[src/rtl/trs_stream_generator.sv]
// Embedded-sync 8-bit video source: EAV/SAV timing references, blanking fill
// and a selectable active-video test pattern with line/frame valid strobes.
module trs_stream_generator #(
  parameter int unsigned HA = 2560,
  parameter int unsigned HB = 732,
  parameter int unsigned VA = 720,
  parameter int unsigned VB = 30
) (
  input  logic       gen_clk,
  input  logic       gen_rst_n,
  input  logic       en_i,
  input  logic [1:0] pattern_i,
  output logic [7:0] data_o,
  output logic       lv_o,
  output logic       fv_o,
  output logic       frame_start_o,
  output logic       busy_o
);

  localparam int unsigned H_TOTAL   = 4 + HB + 4 + HA;
  localparam int unsigned V_TOTAL   = VB + VA;
  localparam int unsigned HW        = $clog2(H_TOTAL);
  localparam int unsigned VW        = $clog2(V_TOTAL);
  localparam int unsigned SAV_START = 4 + HB;
  localparam int unsigned ACT_START = 8 + HB;

  typedef enum logic {IDLE, RUN} state_t;

  state_t        state_q, state_d;
  logic [HW-1:0] h_q, h_d;
  logic [VW-1:0] v_q, v_d;
  logic [1:0]    pat_q, pat_d;
  logic [7:0]    ramp_q, ramp_d;

  logic [7:0] data_d;
  logic       lv_d, fv_d, fs_d, busy_d;

  logic       blank_line, eav_word, sav_word, in_active, a_bit3;
  logic [1:0] trs_idx;
  logic [7:0] xy, fill, line_id, pat_word, word;

  // Word selection for the current counter position
  always_comb begin
    blank_line = v_q < VW'(VB);
    eav_word   = h_q < HW'(4);
    sav_word   = (h_q >= HW'(SAV_START)) && (h_q < HW'(ACT_START));
    in_active  = h_q >= HW'(ACT_START);
    trs_idx    = eav_word ? h_q[1:0] : 2'(h_q - HW'(SAV_START));
    xy         = {1'b1, 1'b0, blank_line, eav_word, blank_line ^ eav_word,
                  eav_word, blank_line, blank_line ^ eav_word};
    // HB is even, so fill and active-word parity both follow h_cnt parity
    fill       = h_q[0] ? 8'h10 : 8'h80;
    a_bit3     = ((h_q - HW'(ACT_START)) & HW'(8)) != '0;
    line_id    = 8'(v_q);
    if (line_id == 8'h00) begin
      line_id = 8'h01;
    end else if (line_id == 8'hFF) begin
      line_id = 8'hFE;
    end

    case (pat_q)
      2'd0:    pat_word = ramp_q;
      2'd1:    pat_word = fill;
      2'd2:    pat_word = a_bit3 ? 8'h10 : 8'hEB;
      default: pat_word = h_q[0] ? 8'h80 : line_id;
    endcase

    if (eav_word || sav_word) begin
      case (trs_idx)
        2'd0:    word = 8'hFF;
        2'd3:    word = xy;
        default: word = 8'h00;
      endcase
    end else if (in_active && !blank_line) begin
      word = pat_word;
    end else begin
      word = fill;
    end
  end

  // Next state, counters and registered-output values
  always_comb begin
    state_d = state_q;
    h_d     = h_q;
    v_d     = v_q;
    pat_d   = pat_q;
    ramp_d  = ramp_q;
    data_d  = 8'h00;
    lv_d    = 1'b0;
    fv_d    = 1'b0;
    fs_d    = 1'b0;
    busy_d  = 1'b0;

    case (state_q)
      IDLE: begin
        h_d    = '0;
        v_d    = '0;
        ramp_d = 8'h01;
        if (en_i) begin
          state_d = RUN;
          pat_d   = pattern_i;
        end
      end
      RUN: begin
        busy_d = 1'b1;
        data_d = word;
        fv_d   = !blank_line;
        lv_d   = !blank_line && in_active;
        fs_d   = (h_q == '0) && (v_q == '0);

        // Ramp runs 0x01..0xFE across the active words of a line
        if (h_q == HW'(ACT_START - 1)) begin
          ramp_d = 8'h01;
        end else if (in_active) begin
          ramp_d = (ramp_q == 8'hFE) ? 8'h01 : ramp_q + 8'd1;
        end

        if (h_q == HW'(H_TOTAL - 1)) begin
          h_d = '0;
          if (v_q == VW'(V_TOTAL - 1)) begin
            v_d = '0;
            if (en_i) begin
              pat_d = pattern_i;
            end else begin
              state_d = IDLE;
            end
          end else begin
            v_d = v_q + VW'(1);
          end
        end else begin
          h_d = h_q + HW'(1);
        end
      end
      default: state_d = IDLE;
    endcase
  end

  always_ff @(posedge gen_clk or negedge gen_rst_n) begin
    if (!gen_rst_n) begin
      state_q       <= IDLE;
      h_q           <= '0;
      v_q           <= '0;
      pat_q         <= 2'd0;
      ramp_q        <= 8'h01;
      data_o        <= 8'h00;
      lv_o          <= 1'b0;
      fv_o          <= 1'b0;
      frame_start_o <= 1'b0;
      busy_o        <= 1'b0;
    end else begin
      state_q       <= state_d;
      h_q           <= h_d;
      v_q           <= v_d;
      pat_q         <= pat_d;
      ramp_q        <= ramp_d;
      data_o        <= data_d;
      lv_o          <= lv_d;
      fv_o          <= fv_d;
      frame_start_o <= fs_d;
      busy_o        <= busy_d;
    end
  end

endmodule

[config.mk]
export PLATFORM = sky130hd
export DESIGN_NAME = trs_stream_generator
export DESIGN_NICKNAME = d
export VERILOG_FILES = /design/src/rtl/trs_stream_generator.sv
export SDC_FILE = /design/constraint.sdc
export NUM_CORES = 1
export LEC_CHECK = 0
export BUFFER_PORTS_ARGS = -buffer_cell sky130_fd_sc_hd__buf_2
export CORE_UTILIZATION = 54
export DETAILED_ROUTE_END_ITERATION = 10
export MAX_ROUTING_LAYER = met4
export PLACE_DENSITY = 0.75
export SYNTH_ARGS = -nofsm -noshare
export SYNTH_HDL_FRONTEND = slang
export SYNTH_SLANG_ARGS = --single-unit
[constraint.sdc]
create_clock -name gen_clk -period 2 [get_ports gen_clk]
set_input_delay 0.5 -clock gen_clk [delete_from_list [all_inputs] [get_ports gen_clk]]
set_output_delay 0.5 -clock gen_clk [all_outputs]
set_load 0.02 [all_outputs]
# Yosys cells after proc, flatten, opt, wreduce, memory -nomap -nowiden
# Index checks and enable logic that the tools add are counted.
[totals]
register_bits = 45
output_inout_bits = 12
word_cells = 76
[op_classes]
add_sub_neg = 5
magnitude_cmp = 5
n_eq_ne = 11
mux = 32
n_bitwise = 2
reduce_logical = 11
[ops]
columns = ["operator", "n"]
rows = [
  ["8-bit two-way mux", 11],
  ["8-bit case mux with 2 select lines", 2],
  ["12-bit by 10-bit greater-or-equal comparator with 1-bit output, second input constant", 2],
  ["12-bit case mux with 2 select lines", 1],
  ["8-bit case mux with 3 select lines", 1],
  ["10-bit two-way mux", 2],
  ["10-bit case mux with 2 select lines", 1],
  ["8-bit == test, second input constant", 2],
  ["12-bit by 1-bit adder with 12-bit output, second input constant", 1],
  ["12-bit by 10-bit == test with 1-bit output, second input constant", 1],
  ["12-bit == test, second input constant", 1],
  ["12-bit logical NOT", 1],
  ["12-bit by 10-bit less-than comparator with 1-bit output, second input constant", 1],
  ["12-bit by 3-bit less-than comparator with 1-bit output, second input constant", 1],
  ["12-bit two-way mux", 1],
  ["10-bit by 1-bit adder with 10-bit output, second input constant", 1],
  ["10-bit == test, second input constant", 1],
  ["10-bit logical NOT", 1],
  ["10-bit by 5-bit less-than comparator with 1-bit output, second input constant", 1],
  ["8-bit by 1-bit adder with 8-bit output, second input constant", 1],
  ["8-bit logical NOT", 1],
  ["2-bit two-way mux", 4],
  ["1-bit two-way mux", 7],
  ["2-bit == test, second input constant", 2],
  ["14 further kinds", 18],
]

# Depth between registers and ports, before layout
# Gate-level depths: netlist of run 1.
[depth]
word_depth = 8
ltp_mapped = 9
mapped_depth_nobuf = 7

# Worst setup path after synthesis of run 1
# No wires, ideal clock.
[synth_timing]
path_kind = "reg-to-reg"
start = "register h_q[0]"
end = "register data_o[7]"
setup_ps = 77
arrival_time_ps = 2025
required_ps = 1923
setup_slack_ps = -102
path_stages_with_launch = 10
path_buffers = 2
cell_sequence = "dfrtp_1 clkbuf_1 inv_1 ha_1 nand2_1 a311oi_2 o21a_1 buf_2 mux2_1 a21oi_1"
[synth_via]
elab_chain_len = 6
[synth_lines]
columns = ["item", "line_no", "source"]
rows = [
  ["from (decl)", "30", "logic [HW-1:0] h_q, h_d;"],
  ["from (signal assigned)", "141", "h_q <= '0;"],
  ["from (signal assigned)", "152", "h_q <= h_d;"],
  ["12-bit by 3-bit less-than comparator with 1-bit output, or another cell as far along", "45", "eav_word = h_q < HW'(4);"],
  ["2-bit two-way mux / 8-bit two-way mux (equally long branches)", "48, 64", ""],
  ["2-bit == test, or another cell as far along", "69", "case (trs_idx)"],
  ["8-bit case mux with 2 select lines / 8-bit two-way mux (equally long branches)", "69, 74", ""],
  ["8-bit two-way mux (*)", "68", "if (eav_word || sav_word) begin"],
  ["8-bit two-way mux (*)", "94", "case (state_q)"],
  ["named net data_d[7]", "35", "logic [7:0] data_d;"],
  ["to (signal assigned)", "156", "data_o <= data_d;"],
  ["to (decl)", "13", "output logic [7:0] data_o,"],
]
# Mark *: on every way through the listed nets, which the timed path passes. The rest lies on a longest branch.
# A chain may end at the register's enable or synchronous reset.

# Worst setup path after layout of run 1
[layout_timing]
start = "register h_q[3]"
end = "register pat_q[0]"
[layout_via]
elab_chain_len = 3
[layout_lines]
columns = ["item", "line_no", "source"]
rows = [
  ["12-bit == test", "118", "if (h_q == HW'(H_TOTAL - 1)) begin"],
  ["2-bit by 1-bit inequality test with 1-bit output (no source line)", "--", ""],
  ["2-bit AND reduction (no source line)", "--", ""],
  ["to (signal assigned)", "154", "pat_q <= pat_d;"],
  ["to (decl)", "32", "logic [1:0] pat_q, pat_d;"],
]
# No other way between the ends.

==> results of run 1 <==
[logic make-up after synthesis]
logic type,count (synthesis),synth area share
mux,8,0.0317
fa+ha+maj,10,0.0473
xor+xnor,10,0.0331
simple gates,110,0.216
buf+inv,30,0.0440
flops,45,0.426
compound gates,76,0.202
[synthesized netlist by cell type, types with 3 or more instances]
cell / count
dfrtp_1: 44
xnor2_1: 6
a21oi_1: 17
and3_1: 3
xor2_1: 4
a21o_1: 4
mux2_1: 3
inv_1: 16
ha_1: 10
nand2_1: 27
o31ai_1: 5
a31oi_1: 4
nand4_1: 5
a22o_1: 5
o21ai_1: 10
mux2i_1: 5
nor2b_1: 6
nor2_1: 29
clkbuf_1: 10
nand3_1: 17
buf_2: 3
o21ai_0: 11
a211oi_1: 3
[flip-flops by register name, indices dropped and copies added, names as in the netlist]
name	count
fv_o	1
ramp_q	8
busy_o	1
frame_start_o	1
lv_o	1
h_q	12
v_q	10
pat_q	2
data_o	8
state_q	1
[power groups by stage]
stage / registers (uW) / clock network (uW) / logic (uW)
global placement: 927 / 0 / 26.7
global route: 909 / 649 / 30.8
CTS: 909 / 620 / 27.2
detailed placement: 927 / 0 / 27.1
floorplan: 927 / 0 / 0.357
finish: 909 / 609 / 26.1
[critical path: cells and delay by family (launching register included)]
family	cells	cell delay, ns
buffers and inverters	2	0.24
multiplexers	1	0.31
AND/OR/NAND/NOR	2	0.51
flip-flops	1	0.39
adder cells (fa/ha/maj)	1	0.17
AO/OA/AOI/OAI	1	0.25
[cell type report]
type / count / area share
Timing Repair Buffer: 50 / 0.114
Tap cell: 67 / 0.0257
Inverter: 17 / 0.0196
Clock buffer: 7 / 0.0296
Clock inverter: 1 / 0.00154
Multi-Input combinational cell: 214 / 0.464
Sequential cell: 45 / 0.346
[metal layers]
| metal | wire (um) | vias up |
|---|---|---|
| met2 | 2990 | 88 |
| met4 | 134 | 0 |
| li1 | - | 1130 |
| met3 | 300 | 17 |
| met1 | 2900 | 1104 |
| met5 | 0 | - |
[worst max-delay path by stage]
stage / endpoint / depth (start not counted) / slack, ns / start
after floorplan: data_o[7] / 9 / -0.04 / h_q[0]
after global placement: v_q[7] / 8 / 0.05 / h_q[3]
after detailed placement: v_q[7] / 8 / 0.01 / h_q[3]
after CTS: v_q[7] / 8 / 0.002 / h_q[2]
after global routing: data_o[4] / 8 / -0.07 / h_q[0]
final: pat_q[0] / 7 / 0.01 / h_q[3]
[per-stage QoR]
| stage | std cells | setup slack, ns | setup TNS (ns) | cell area, um^2 | util |
|---|---|---|---|---|---|
| 3_3_place_gp | 385 | 0.0451 | 0 | 2970 | 0.628 |
| 4_1_cts | 393 | 0.00154 | 0 | 3070 | 0.651 |
| 3_5_place_dp | 385 | 0.00979 | 0 | 2970 | 0.628 |
| 6_report | 401 | 0.0110 | 0 | 3260 | 0.690 |
| 5_1_grt | 401 | -0.0665 | -0.326 | 3260 | 0.690 |
| 2_1_floorplan | 289 | -0.0403 | -0.0403 | 2650 | - |
[timing repair]
item | in CTS | in global routing
pin swaps | 0 | 8
gates resized for setup | 1 | 29
endpoints found under the setup margin | 1 | 24
hold endpoints to repair | 0 | 0
buffers inserted | 0 | 8
==> metrics.txt, run 1 <==
Worst EP required 2.18 ns; Root Driver clkbuf_8; Worst-Margin Slew 0.505 ns; Max stage delay on crit path 0.40 ns; Initial Utilization 0.561; Yosys top cell by area dfrtp_1; Worst setup EP type register; Worst setup SP type register; die height 72.0 um; VDD IR max 334 uV; initial antenna violation count 0; slowest CP cell or3b_4; Fin. Hold Viols 0; #FFs+latches synth 45; Detail Route Antenna Nets 0; Static Leak 0.00144 uW; crit-path max FO 5; DRC viols 0; Arr. time, crit path 2.17 ns; Seq/Total Area, Yosys 0.426; post-synthesis net count 304; YS warnings 0; hold_buf cts 0; Initial DRC Count 150; met2 Track Usage GR 0.414; num rows 25; area of the multi-input gates 1510 um^2; clock latency at the later pin of the worst-skew pair 0.30 ns; global route hottest layer met2; # setup viols final 0; routed len/inst 15.8 um; Maximum Capacitance Violations 0; synthesized netlist cell count 289; clk slew on worst S/H paths 0.08 ns; DRT Pass-1 Iters 4; power share of the sequential group 0.589; GR met1 Demand/Resource 0.343; switching share of power 0.204; Final Wtd Congestion 0.943; Synth area leaders dfrtp_1, ha_1, nor2_1; Synth cell types 57; GR Layer Usage met3 0.0403; antenna cells 0; IO Port Bufs 16; run status complete, no violations; largest net degree at the start of global routing 27; boundary pin count 17; worst reg2reg path endpoint pat_q[0]; P_int 1230 uW; setup slack, reg-to-reg 0.01 ns; Total GRT Usage 0.262; Worst Hold Margin 0.157 ns; Pwr Density 474 nW/um^2; Clk pwr share 0.394; # nets final 348; dpl hpwl 4530 um; fin. max-slew vios 0; TritonCTS Sinks 45; Die X 72.0 um; most common cell after layout, fill and taps aside dfrtp_1; CP Class reg2reg; unrepaired setup endpoints after global routing yes; Post-synth ARST share 1.00; Post-synth top flop dfrtp_1; Final Cycle Share 0.995; vias in the first global route 2191; Period minus WS final 1.99 ns; final WL 6330 um; area of the mapped netlist 2650 um^2; relative slew slack 0.661; HP Class in2async; TritonCTS clock tree done; post-synth top area share 0.416; FF-to-FF Start h_q[3]; Gate power share 0.017; Storage cell area 1130 um^2; Area Growth Syn to Fin 23.1%; syn avg cell area 9.16 um^2; first-pass GRT wire length 10300 um; Vias/cell 5.83; f_max 0.503 GHz; Clock Skew 0.00771 ns; most frequent cells in the layout dfrtp_1, buf_4, nor2_1; number of synthesized flops with an enable pin 0; Die Area 5190 um^2; DR vias 2339; total grt overflow 0; H-tree levels 2; FF-to-FF path depth 7; layout cells sized above 1 0.272; FILL cells 345; Final Power 1540 uW; NetSw 315 uW; Core ar. 4720 um^2; Max clock buf depth 2; CP Cell Sequence inv_2, ha_2, or3b_4, o31ai_4, buf_6, nand3_2, mux2_4; Num CTS Buffers 5
Power figures use the tool's default switching activity.
==> run 2, diff against run 1 <==
==> constraint.sdc (replaced) <==
create_clock -name gen_clk -period 2 [get_ports gen_clk]
set_input_delay 0.1 -clock gen_clk [delete_from_list [all_inputs] [get_ports gen_clk]]
set_output_delay 0.1 -clock gen_clk [all_outputs]
set_load 0.02 [all_outputs]
==> metrics.txt, run 2 (same netlist as run 1, synthesis figures left out) <==
Initial DRC Count 223 (+49%); Worst setup EP type register; Total GRT Usage 0.257 (-0.00532); first-pass GRT wire length 9980 um (-3.0%); Arr. time, crit path 2.13 ns (-0.04 ns); IO Port Bufs 16 (unchanged); initial antenna violation count 0 (unchanged); Static Leak 0.00140 uW (-2.8%); antenna cells 0 (unchanged); boundary pin count 17 (unchanged); Core ar. 4720 um^2 (unchanged); Vias/cell 5.80 (-0.63%); Worst-Margin Slew 0.444 ns (-0.0609 ns); Detail Route Antenna Nets 0 (unchanged); DRT Pass-1 Iters 4 (unchanged); Area Growth Syn to Fin 20.8%; FF-to-FF path depth 7 (unchanged); TritonCTS Sinks 45 (unchanged); Worst EP required 2.18 ns (about the same); largest net degree at the start of global routing 21 (-22%); Pwr Density 541 nW/um^2 (+14%); DRC viols 0 (unchanged); CP Depth 7 (unchanged); Period minus WS final 1.94 ns (-0.0442 ns); most flop-heavy register h_q; Die X 72.0 um (unchanged); Num CTS Buffers 5 (unchanged); vias in the first global route 2158 (-1.5%); DR vias 2301 (-1.6%); run status complete, no violations; Final Wtd Congestion 0.908 (-3.7%); HP Class in2reg; crit-path max FO 3 (-2); Fin. Hold Viols 0 (unchanged); num rows 25 (unchanged); H-tree levels 2 (unchanged); # nets final 344 (-1.1%); clk slew on worst S/H paths 0.08 ns (about the same); unrepaired setup endpoints after global routing no; TritonCTS clock tree done; total grt overflow 0 (unchanged); CP bufs+invs 2 (unchanged); Final Cycle Share 0.972 (-0.0221); CP Cell Sequence inv_2, ha_2, or3b_4, o31ai_4, buf_6, nand3_2, mux2_1; Die Area 5190 um^2 (unchanged); Worst setup SP type register; Worst Hold Margin 0.0137 ns (-0.143 ns); Hold Path Stages 2; TNS Setup 0 ns (unchanged); f_max 0.514 GHz (+2.3%); dpl hpwl 4510 um (-0.42%); Initial Utilization 0.561 (unchanged); relative slew slack 0.701 (+0.0409); Root Driver clkbuf_8; clock latency at the later pin of the worst-skew pair 0.30 ns (about the same); VDD IR max 248 uV (-26%); slowest CP cell dfrtp_1; setup slack, reg-to-reg 0.06 ns (+0.04 ns); max FFs per register 12 (unchanged); layout cells sized above 1 0.233 (-0.0391); Max clock buf depth 2 (unchanged); Max stage delay on crit path 0.40 ns (about the same); # setup viols final 0 (unchanged); most common cell after layout, fill and taps aside dfrtp_1; largest registers h_q x12, v_q x10; most frequent cells in the layout dfrtp_1, nor2_1, buf_4; fin. max-slew vios 0 (unchanged); CP Class reg2reg; routed len/inst 15.2 um (-3.5%); Clock Skew 0.00402 ns (-0.00369 ns); CP top delay family simple AND/OR/NAND/NOR gates; final WL 6050 um (-4.5%); die height 72.0 um (unchanged); Maximum Capacitance Violations 0 (unchanged)
==> run 2: area by class of cell <==
| type | count | area [um^2] |
|---|---|---|
| timing repair buffer | 46 | 312 |
| clock buffer | 5 | 68.8 |
| multi-input combinational | 214 | 1480 |
| fill | 374 | 1520 |
| inverter | 17 | 63.8 |
| tap | 67 | 83.8 |
| sequential | 45 | 1130 |
| clock inverter | 3 | 65.1 |
==> run 2: layer usage <==
| metal | up-vias | global-route usage | routed length, um |
|---|---|---|---|
| li1 | 1113 | - | - |
| met1 | 1112 | 0.330 | 2700 |
| met2 | 62 | 0.401 | 2980 |
| met3 | 14 | 0.0500 | 268 |
| met4 | 0 | 0.102 | 108 |
| met5 | - | - | 0 |
==> run 2: final timing paths <==
| check | end | start |
|---|---|---|
| setup reg to reg | pat_q[0] | h_q[3] |
| hold / removal | pat_q[0] | pattern_i[0] |
| min in group asynchronous | v_q[4] | gen_rst_n |
| hold reg to reg | ramp_q[0] | ramp_q[0] |
| setup / recovery | pat_q[0] | h_q[3] |
| max in group asynchronous | ramp_q[0] | gen_rst_n |
==> run 2: stage by stage <==
step	total power [uW]	util	worst slack [ns]	instance area, um^2	instances
global placement	952	0.630	0.0462	2980	388
detailed placement	952	0.630	-0.0181	2980	388
CTS	1750	0.665	-0.0124	3140	397
global route	1790	0.677	0.00274	3200	397
finish	1730	0.677	0.0552	3200	397
floorplan	928	-	-0.0403	2650	289
==> run 2: power breakdown <==
group	internal [uW]	leakage (uW)	switching (uW)
clock	496	0.0000681	302
sequential	909	0.000596	0
combinational	6.96	0.000738	18.1
==> run 2: timing repair <==
item                                    4_1_cts  5_1_grt
gates resized for setup                       4       11
setup buffers                                 0        1
endpoints found under the setup margin        7       23
cloned                                        0        0
endpoints found under the hold margin        18        0
hold buffers                                  1        0
pin swaps                                     2        3
==> run 3, diff against run 2 <==
--- a/config.mk
+++ b/config.mk
@@ -6,10 +6,10 @@
 export NUM_CORES = 1
 export LEC_CHECK = 0
 export BUFFER_PORTS_ARGS = -buffer_cell sky130_fd_sc_hd__buf_2
-export CORE_UTILIZATION = 54
+export CORE_UTILIZATION = 60
 export DETAILED_ROUTE_END_ITERATION = 10
 export MAX_ROUTING_LAYER = met4
-export PLACE_DENSITY = 0.75
+export PLACE_DENSITY = 0.79
 export SYNTH_ARGS = -nofsm -noshare
 export SYNTH_HDL_FRONTEND = slang
 export SYNTH_SLANG_ARGS = --single-unit
==> constraint.sdc (replaced) <==
create_clock -name gen_clk -period 1.9 [get_ports gen_clk]
set_input_delay 0.095 -clock gen_clk [delete_from_list [all_inputs] [get_ports gen_clk]]
set_output_delay 0.095 -clock gen_clk [all_outputs]
set_load 0.02 [all_outputs]
==> metrics.txt, run 3 (same netlist as run 1, synthesis figures left out) <==
worst reg2reg path endpoint pat_q[1]; first-pass GRT wire length 10500 um (+5.7%); Worst Hold Margin 0.0257 ns (+0.0120 ns); Clock Skew 0.0102 ns (+0.00616 ns); clock latency at the later pin of the worst-skew pair 0.30 ns (about the same); Worst setup SP type register; Max stage delay on crit path 0.40 ns (about the same); Final Power 1570 uW (-9.4%); Hold Path Stages 2 (unchanged); Vias/cell 6.12 (+5.6%); final std cells w/o fill 387 (-2.5%); antenna cells 0 (unchanged); setup slack, reg-to-reg -0.03 ns (-0.09 ns); f_max 0.518 GHz (+0.67%); Worst setup EP type register; Max clock buf depth 2 (unchanged); clk slew on worst S/H paths 0.08 ns (about the same); Final Wtd Congestion 0.919 (+1.2%); failing checks setup timing; TNS Setup -0.116 ns (-0.116 ns); Pwr Density 480 nW/um^2 (-11%); most common cell after layout, fill and taps aside dfrtp_1; TritonCTS Sinks 45 (unchanged); DRC viols 0 (unchanged); CP bufs+invs 1 (-1); vias in the first global route 2244 (+4.0%); unrepaired setup endpoints after global routing yes; dpl hpwl 4500 um (-0.23%); routed len/inst 16.8 um (+10%); Worst-Margin Slew 0.557 ns (+0.113 ns); Initial DRC Count 315 (+41%); Hold EP state_q; Maximum Capacitance Violations 0 (unchanged); final instance area 3270 um^2 (+2.2%); Worst EP required 2.08 ns (-0.10 ns); placed cells 371 (-4.4%); Num CTS Buffers 5 (unchanged); # setup viols final 6 (+6); CP top delay family simple AND/OR/NAND/NOR gates; VDD IR max 428 uV (+72%); slowest CP cell dfrtp_1; total grt overflow 0 (unchanged); crit-path max FO 5 (+2); CP Class reg2reg; FF-to-FF Start h_q[3]; Fin. Hold Viols 0 (unchanged); FILL cells 276 (-26%); most flop-heavy register h_q; Total GRT Usage 0.318 (+0.0610); Static Leak 0.00143 uW (+1.9%); Hold Crit Start en_i; H-tree levels 2 (unchanged); DRT Pass-1 Iters 5 (+1); relative slew slack 0.628 (-0.0729); fin. max-slew vios 0 (unchanged); Post-DP Area 3010 um^2 (+1.2%); most frequent cells in the layout dfrtp_1, buf_4, nor2_1; area of the multi-input gates 1530 um^2 (+3.7%); Initial Utilization 0.643 (+0.0828); Period minus WS final 1.93 ns (-0.0130 ns); Arr. time, crit path 2.11 ns (-0.02 ns); Die X 68.4 um (-5.0%); max FFs per register 12 (unchanged); Core ar. 4120 um^2 (-13%); DR vias 2369 (+3.0%); FF-to-FF path depth 6 (-1); Area Growth Syn to Fin 23.5%; largest registers h_q x12, v_q x10; boundary pin count 17 (unchanged); die height 68.4 um (-5.0%); run status complete, but fails checks; HP Class in2reg; Die Area 4680 um^2 (-9.7%); initial antenna violation count 0 (unchanged); IO Port Bufs 16 (unchanged); num rows 23 (-8.0%); # nets final 352 (+2.3%); Root Driver clkbuf_8; largest net degree at the start of global routing 26 (+24%); Storage cell area 1130 um^2 (unchanged); layout cells sized above 1 0.276 (+0.0426); TritonCTS clock tree done; CP Cell Sequence inv_2, ha_4, or3b_4, o31ai_4, nand3_2, mux2_4; Final Cycle Share 1.02 (+0.0444); final WL 6500 um (+7.4%); Detail Route Antenna Nets 0 (unchanged); Final WS setup -0.0319 ns (-0.0870 ns)
## run 3: worst reg2reg max path: stages (launching register included)
cell and delay, ns:
dfrtp_1 0.40, inv_2 0.09, ha_4 0.14, or3b_4 0.39
o31ai_4 0.32, nand3_2 0.16, mux2_4 0.32
## run 3: area by class of cell
| cell class | instances | share of cell area |
|---|---|---|
| flip-flops and latches | 45 | 0.345 |
| repair buffers | 54 | 0.121 |
| multi-input cells | 214 | 0.469 |
| inverters | 17 | 0.0195 |
| well taps | 50 | 0.0191 |
| clock buffers | 7 | 0.0264 |
## run 3: per-stage QoR
stage / setup WS [ns] / util
detailed placement: -0.0888 / 0.732
finish: -0.0319 / 0.794
global placement: -0.00331 / 0.732
global route: -0.123 / 0.794
floorplan: -0.0233 / -
CTS: -0.0411 / 0.765
## run 3: power breakdown
part           internal, uW  switching, uW
clock network           289            295
registers               957              0
logic                  8.70           19.9
## run 3: timing repair
action                     in CTS  in global routing
hold endpoints to repair       23                  0
buffers inserted                3                  5
pin swaps                       3                  5
gates resized for setup         3                 20
setup endpoints to repair      10                 23
hold buffers                    1                  0
## run 3: worst max-delay path by stage
stage | endpoint | start | cells after the start | slack (ns)
final | pat_q[1] | h_q[3] | 6 | -0.03
after global placement | v_q[7] | h_q[3] | 8 | -0.003
after CTS | pat_q[1] | h_q[3] | 6 | -0.04
after detailed placement | v_q[7] | h_q[3] | 8 | -0.09
after global routing | v_q[5] | h_q[3] | 6 | -0.12
after floorplan | pat_q[0] | h_q[3] | 6 | -0.02
## run 3: routing by layer
metal	wire length [um]	GRT usage	vias up	share of wire
li1	-	-	1127	-
met1	2900	0.414	1115	0.45
met5	0	-	-	0
met2	2980	0.487	110	0.46
met4	155	0.117	0	0.024
met3	467	0.0633	17	0.072
